[src/rtl/p_sched_arb.sv]
// ---------------------------------------------------------------------------
// p_sched_arb
//
// Registered request arbiter for the scheduler datapath. Picks one of N
// request channels per arbitration cycle, using either fixed priority
// (channel 0 highest) or round-robin order. It then latches the winner's
// payload and holds it behind a valid/ready handshake until downstream
// accepts it.
//
// Ports:
//   clk        system clock, all state changes on the rising edge
//   rst        synchronous active-high reset
//   mode       0 = fixed priority, 1 = round-robin
//   req        per-channel request bits [N-1:0]
//   data       packed payloads, channel i at data[i*W +: W]
//   out_ready  downstream accepts the currently held grant
//   out_valid  a grant is being held
//   out_data   latched payload of the granted channel
//   out_grant  one-hot granted channel, zero while out_valid is low
//   out_idx    binary index of the granted channel
//   rr_ptr     round-robin search start index (observability)
// ---------------------------------------------------------------------------
module p_sched_arb #(
    parameter int N = 8,
    parameter int W = 8,
    localparam int IW = (N > 1) ? $clog2(N) : 1
) (
    input  logic             clk,
    input  logic             rst,
    input  logic             mode,
    input  logic [N-1:0]     req,
    input  logic [N*W-1:0]   data,
    input  logic             out_ready,
    output logic             out_valid,
    output logic [W-1:0]     out_data,
    output logic [N-1:0]     out_grant,
    output logic [IW-1:0]    out_idx,
    output logic [IW-1:0]    rr_ptr
);

    typedef enum logic {
        EMPTY = 1'b0,
        HELD  = 1'b1
    } state_t;

    state_t        state_q, state_d;
    logic [N-1:0]  grant_q, grant_d;
    logic [IW-1:0] idx_q, idx_d;
    logic [W-1:0]  data_q, data_d;
    logic [IW-1:0] rrPtr_q, rrPtr_d;

    logic          arbCycle;
    logic          anyReq;
    logic [IW-1:0] fixIdx;
    logic [IW-1:0] rrIdx;
    logic          rrFound;
    int            rrPos;
    logic [IW-1:0] winner;
    logic [N-1:0]  winOneHot;
    logic [W-1:0]  winData;
    logic [IW-1:0] nextPtr;

    // A new decision may be taken whenever nothing is held or the held
    // grant is being accepted on this edge.
    assign arbCycle = (state_q == EMPTY) || out_ready;
    assign anyReq   = |req;

    // Fixed priority: scanning downward so the lowest set index is the
    // last assignment and therefore wins.
    always_comb begin
        fixIdx = '0;
        for (int i = N - 1; i >= 0; i--) begin
            if (req[i]) begin
                fixIdx = IW'(i);
            end
        end
    end

    // Round-robin: walk N positions starting at rrPtr_q, wrapping by
    // subtraction rather than masking so non-power-of-two N works.
    always_comb begin
        rrIdx   = '0;
        rrFound = 1'b0;
        rrPos   = 0;
        for (int off = 0; off < N; off++) begin
            rrPos = int'(rrPtr_q) + off;
            if (rrPos >= N) begin
                rrPos = rrPos - N;
            end
            if (!rrFound && req[rrPos[IW-1:0]]) begin
                rrIdx   = rrPos[IW-1:0];
                rrFound = 1'b1;
            end
        end
    end

    // Winner, its one-hot grant, its payload and the pointer that would
    // follow it.
    assign winner    = mode ? rrIdx : fixIdx;
    assign winOneHot = {{(N-1){1'b0}}, 1'b1} << winner;
    assign winData   = data[int'(winner)*W +: W];
    assign nextPtr   = (winner == IW'(N - 1)) ? '0 : winner + IW'(1);

    // Next-state decision. Outside an arbitration cycle everything holds,
    // which is what freezes the outputs under backpressure. With no
    // requests the grant drops but index and payload keep their last
    // values.
    always_comb begin
        state_d = state_q;
        grant_d = grant_q;
        idx_d   = idx_q;
        data_d  = data_q;
        rrPtr_d = rrPtr_q;
        if (arbCycle) begin
            if (anyReq) begin
                state_d = HELD;
                grant_d = winOneHot;
                idx_d   = winner;
                data_d  = winData;
                if (mode) begin
                    rrPtr_d = nextPtr;
                end
            end else begin
                state_d = EMPTY;
                grant_d = '0;
            end
        end
    end

    // All outputs come straight from these registers; reset wins over a
    // grant that is still waiting for acceptance.
    always_ff @(posedge clk) begin
        if (rst) begin
            state_q <= EMPTY;
            grant_q <= '0;
            idx_q   <= '0;
            data_q  <= '0;
            rrPtr_q <= '0;
        end else begin
            state_q <= state_d;
            grant_q <= grant_d;
            idx_q   <= idx_d;
            data_q  <= data_d;
            rrPtr_q <= rrPtr_d;
        end
    end

    assign out_valid = (state_q == HELD);
    assign out_grant = grant_q;
    assign out_idx   = idx_q;
    assign out_data  = data_q;
    assign rr_ptr    = rrPtr_q;

endmodule

[config.mk]
export PLATFORM = sky130hd
export DESIGN_NAME = p_sched_arb
export DESIGN_NICKNAME = d
export VERILOG_FILES = /design/src/rtl/p_sched_arb.sv
export SDC_FILE = /design/constraint.sdc
export NUM_CORES = 1
export LEC_CHECK = 0
export BUFFER_PORTS_ARGS = -buffer_cell sky130_fd_sc_hd__buf_4
export CAP_MARGIN = 0
export CORE_AREA = 8 8 81 83
export CTS_CLUSTER_DIAMETER = 150
export DETAILED_ROUTE_END_ITERATION = 16
export DIE_AREA = 0 0 89 91
export HOLD_SLACK_MARGIN = 0.06
export PLACE_DENSITY = 0.95
export REMOVE_ABC_BUFFERS = 1
export SYNTH_ARGS = -nofsm -noshare
export SYNTH_HDL_FRONTEND = slang
export SYNTH_SLANG_ARGS = --single-unit
export TNS_END_PERCENT = 10
[constraint.sdc]
create_clock -name clk -period 6.99 [get_ports clk]
set_clock_uncertainty 0.2 [all_clocks]
set_input_delay 1.0485 -clock clk [delete_from_list [all_inputs] [get_ports clk]]
set_output_delay 1.0485 -clock clk [all_outputs]
set_load 0.02 [all_outputs]
# After elaboration in Yosys (flattened, before gate mapping)
# Index checks and enable logic that the tools add are counted.
[word_totals]
reg_bits = 23
latch_bits = 0
ram_bits = 0
rom_bits = 0
inputBits = 76
output_inout_bits = 23
memories = 0
[classes]
n_addsub = 16
n_mul = 0
div_mod_pow = 0
n_lt_le_gt_ge = 16
eq_ne = 1
n_shift = 2
muxes = 51
bitwise_logic = 1
reduce_logical = 18
[ops]
columns = ["op", "count"]
rows = [
  ["two-way mux 3 bit", 26],
  ["indexed part select 64 x 7 -> 8 bit", 1],
  ["less-than comparator 3 x 4 -> 1 bit, second input constant", 8],
  ["greater-or-equal comparator 4 bit, second input constant", 7],
  ["binary-select mux 1 bit (select 3 bit)", 8],
  ["subtractor 3 x 1 -> 3 bit, second input constant", 8],
  ["adder 3 x 3 -> 4 bit, second input constant", 4],
  ["two-way mux 1 bit", 16],
  ["adder 3 x 2 -> 4 bit, second input constant", 2],
  ["two-way mux 8 bit", 1],
  ["OR reduction 8 bit", 1],
  ["<< shifter 1 x 3 -> 8 bit, first input constant", 1],
  ["logical AND 1 bit", 7],
  ["logical NOT 1 bit", 7],
  ["adder 3 x 1 -> 4 bit, second input constant", 1],
  ["greater-or-equal comparator 3 x 4 -> 1 bit, second input constant", 1],
  ["adder 3 x 1 -> 3 bit, second input constant", 1],
  ["equality test 3 bit, second input constant", 1],
  ["AND reduction 3 bit", 1],
  ["AND reduction 2 bit", 1],
  ["logical OR 1 bit", 1],
  ["NOT 1 bit", 1],
]

# Logic depth before layout (Yosys ltp)
[depth]
ltp_word = 29
ltp_mapped = 19
depth_no_buf = 13

# Worst setup path after synthesis
# No wires, ideal clock.
[synth_path]
path_type = "register -> register"
startpoint = "reg rrPtr_q[1] (netlist: rr_ptr[1])"
endpoint = "reg rrPtr_q[2] (netlist: rr_ptr[2])"
setup_ps = 70
arrival_ps = 4254
required_ps = 6720
path_slack_ps = 2466
stages_incl_launch_ff = 18
n_path_buf = 4
synth_period_minus_slack_ps = 4524
cell_sequence = "dfxtp_1 buf_4 clkbuf_1 inv_1 ha_1 mux4_2 nor2b_4 o32a_2 a2bb2oi_1 a211o_1 a31oi_4 buf_8 buf_12 inv_1 ha_1 ha_1 nand3_1 a21oi_1"
[synth_via]
elab_chain_len = 29
[synth_lines]
columns = ["item", "line", "rtl"]
rows = [
  ["start, declared", "50", "logic [IW-1:0] rrPtr_q, rrPtr_d;"],
  ["start signal, assigned", "144", "rrPtr_q <= rrPtr_d;"],
  ["branches (longest 25 deep; another with adder 3 x 1 -> 4 bit)", "--", ""],
  ["two-way mux 3 bit *", "90", "if (!rrFound && req[rrPos[IW-1:0]]) begin"],
  ["two-way mux 3 bit *", "99", "assign winner = mode ? rrIdx : fixIdx;"],
  ["adder 3 x 1 -> 3 bit / equality test 3 bit (equally long branches)", "102", "assign nextPtr = (winner == IW'(N - 1)) ? '0 : winner + IW'(1);"],
  ["two-way mux 3 bit *", "102", ""],
  ["named net nextPtr[2]", "61", "logic [IW-1:0] nextPtr;"],
]
# Mark *: on every way through the listed nets, which the timed path passes. The select of a mux whose other input is x is not followed.
# A chain may end at the register's enable or synchronous reset.

# Final worst setup path
[layout_path]
startpoint = "reg rrPtr_q[1] (netlist: rr_ptr[1])"
endpoint = "reg data_q[7] (netlist: out_data[7])"
[layout_via]
elab_chain_len = 28
[layout_lines]
columns = ["item", "line", "rtl"]
rows = [
  ["branches (longest 25 deep; another with adder 3 x 1 -> 4 bit)", "--", ""],
  ["two-way mux 3 bit *", "90", ""],
  ["two-way mux 3 bit *", "99", ""],
  ["indexed part select 64 x 7 -> 8 bit *", "101", "assign winData = data[int'(winner)*W +: W];"],
  ["end signal, assigned", "143", "data_q <= data_d;"],
  ["end, declared", "49", "logic [W-1:0] data_q, data_d;"],
]
# Mark *: on every way between the ends. The select of a mux whose other input is x is not followed.

==> out/metrics.cfg <==
[status]
outcome=complete, no violations

[floorplanning]
fp-row-count=27
fp.dieArea_um2=8100
initial_core_util_pct=53.8
core_area_um2=5340
die_w_um=89
die-height_um=91
ios=99

[sta]
slew_viol_final=0
rsz0062_at_grt=no
slew_headroom_pct=33.1
finalHoldViolations=0
fmax_mhz=186
tightest_slew_ns=1.00
fin_tns_setup_ns=0
setup_violations=0
timing.final.crit_share_pct=76.8
finalCriticalPeriod_ns=5.37

[logic_synthesis]
synthTopCellsByCount=mux2i_1 (36), nor2_1 (36), dfxtp_1 (23)
ys_ff_latch=23
synth_edf_count=0
synth.avg_cell_area_um2=9.39
seq_area_frac_synth_pct=16.0
synth_compound_area_share_pct=27.4
syn-instance-count=306
synth_xor_area_share_pct=0.915
netlist_area_um2=2870
yosys_warnings=0
synth.distinct_cells=70
synthMuxAreaShare_pct=27.3
yosys.area_share.simple_pct=15.2
synth.area.top_cells=dfxtp_1 (16%), mux2i_1 (13%), mux4_2 (6.3%)
synth_top_flop_cell=dfxtp_1
synth_top_area_share_pct=16.0
postSynth.asyncResetShare_pct=0
synth_adder_area_share_pct=1.74
synth_top_family_by_area=compound AO/OA/AOI/OAI gates
yosysTopAreaCell=dfxtp_1

[critical_path]
timing.rr.end=out_data[7]$_SDFFE_PP0P_
worstRegToRegCells=11
start_kind=register
crit_end=out_data[7]$_SDFFE_PP0P_
rrSetupSlack_ns=1.62
required_ns=6.95
critPathKind=reg -> reg
critPathLaunch=rr_ptr[1]$_SDFFE_PP0P_
endpoint_kind=register
reg2reg_from=rr_ptr[1]$_SDFFE_PP0P_
cp_max_fo=27
cp_data_arrival_time_ns=5.32

[place]
place_inst=451
dp_hpwl_um=7310
port_buffers=98
gp_congestion=0.940

[clocking]
path_clk_slew_ns=0.09
h-tree-depth=1
cts-root-buf=clkbuf_8
numCtsBuffers=3
clk_latency_ns=0.27
hold_buffers=0
postCtsResizedCells=0
clk_path_buf_depth=2
clock-sinks=23
cts_tree=done
post_cts_buffers=0

[grt]
grt_max_degree=28
grt_pass1_vias=3121
grt_usage_pct=23.3
grt_overflow=0
antenna_found_initial=0
grt_first_pass_wirelength_um=15200

[layout]
drive_gt1_share_pct=37.3
fin_nets=464
area_growth_pct=21.5
fin_util_pct=65.4
final_cells=455
n_antenna_cell=0

[routing]
drcViolationCount=0
via_count=3015
drtAntennaViolNets=0
drt-pass1-iter-count=5
drt_iter0_drc=322
wl_um=9430
vias_per_cell=6.63
wl_per_cell_um=20.7

[min_path]
hp-class=reg -> reg

[pwr]
power.leakage_uw=0.00168
cellPowerDensity_nw_per_um2=214
peakVddDrop_mv=0.142

[run]
max_cap_violations=0

-- worst max-delay path: stages (launching register included) --
cell and delay (ns):
dfxtp_1 0.86, inv_1 0.24, ha_1 0.67, mux4_2 0.65, nor2b_4 0.18, o32a_2 0.35, a2bb2oi_1 0.15, a211o_1 0.31
a31oi_4 0.76, mux2_2 0.42, a221o_1 0.32, o211a_1 0.15
-- through the flow --
step	power (uW)	setup WS (ns)	hold WS, ns	instance area [um^2]
global route	787	1.41	0.313	3490
detailed placement	656	1.72	0.284	3440
CTS	740	1.71	0.296	3490
global placement	643	1.84	0.242	3440
floorplan	507	1.78	0.324	2600
finish	747	1.62	0.287	3490
-- sequential cells by signal (all words and copies together), names as in the netlist --
register / flops
out_idx: 3
out_data: 8
out_grant: 8
rr_ptr: 3
out_valid: 1
-- where the power goes --
group / switching, uW / internal (uW) / total [uW]
clock: 44.5 / 39.9 / 84.4
sequential: 22.3 / 149 / 172
combinational: 260 / 232 / 491
total: 326 / 421 / 747
-- logic make-up after synthesis --
family          Yosys count
fa+ha+maj                 4
compound gates           89
xor+xnor                  3
flops                    23
mux                      60
simple gates             86
buf+inv                  41
-- final cells by class --
cell class / count / area [um^2]
tap: 72 / 90.1
fill: 421 / 1850
clock buffer: 3 / 41.3
inverter: 13 / 48.8
clock inverter: 1 / 5.00
sequential: 23 / 460
multi-input combinational: 242 / 2090
timing repair buffer: 101 / 758
-- cell usage in the layout, fill, tap and decap left out, types with 3 or more instances in the layout --
cell / n
nor2b_1: 7
dfxtp_1: 23
a311o_1: 8
and2_1: 3
mux2i_1: 36
a21oi_1: 12
mux4_2: 8
inv_1: 12
buf_4: 101
mux2_2: 11
clkbuf_8: 3
xor2_1: 3
ha_1: 4
nor2_1: 36
nand3_1: 5
a221o_1: 8
o31a_1: 3
nand2b_1: 3
nand2_1: 14
nor3_1: 4
o211a_1: 9
a22oi_1: 9
o21ai_0: 4
mux4_1: 4
-- worst min path at each step --
stage,startpoint,endpoint,slack (ns),depth (start not counted)
after floorplan,out_grant[7]$_SDFFE_PP0N_,out_grant[7]$_SDFFE_PP0N_,0.32,2
after global placement,out_grant[7]$_SDFFE_PP0N_,out_grant[7]$_SDFFE_PP0N_,0.24,2
after detailed placement,out_grant[7]$_SDFFE_PP0N_,out_grant[7]$_SDFFE_PP0N_,0.28,2
after CTS,out_grant[7]$_SDFFE_PP0N_,out_grant[7]$_SDFFE_PP0N_,0.30,2
after global routing,out_grant[7]$_SDFFE_PP0N_,out_grant[7]$_SDFFE_PP0N_,0.31,2
final,out_grant[7]$_SDFFE_PP0N_,out_grant[7]$_SDFFE_PP0N_,0.29,2
-- metal layers --
metal | wire (um) | up-vias | global-route usage [%]
met3 | 902 | 41 | 4.86
met2 | 4670 | 242 | 39.5
li1 | - | 1326 | -
met5 | 0 | - | 0
met4 | 349 | 0 | 10.3
met1 | 3500 | 1406 | 27.1
No activity file was read; power rests on OpenSTA's default activity.
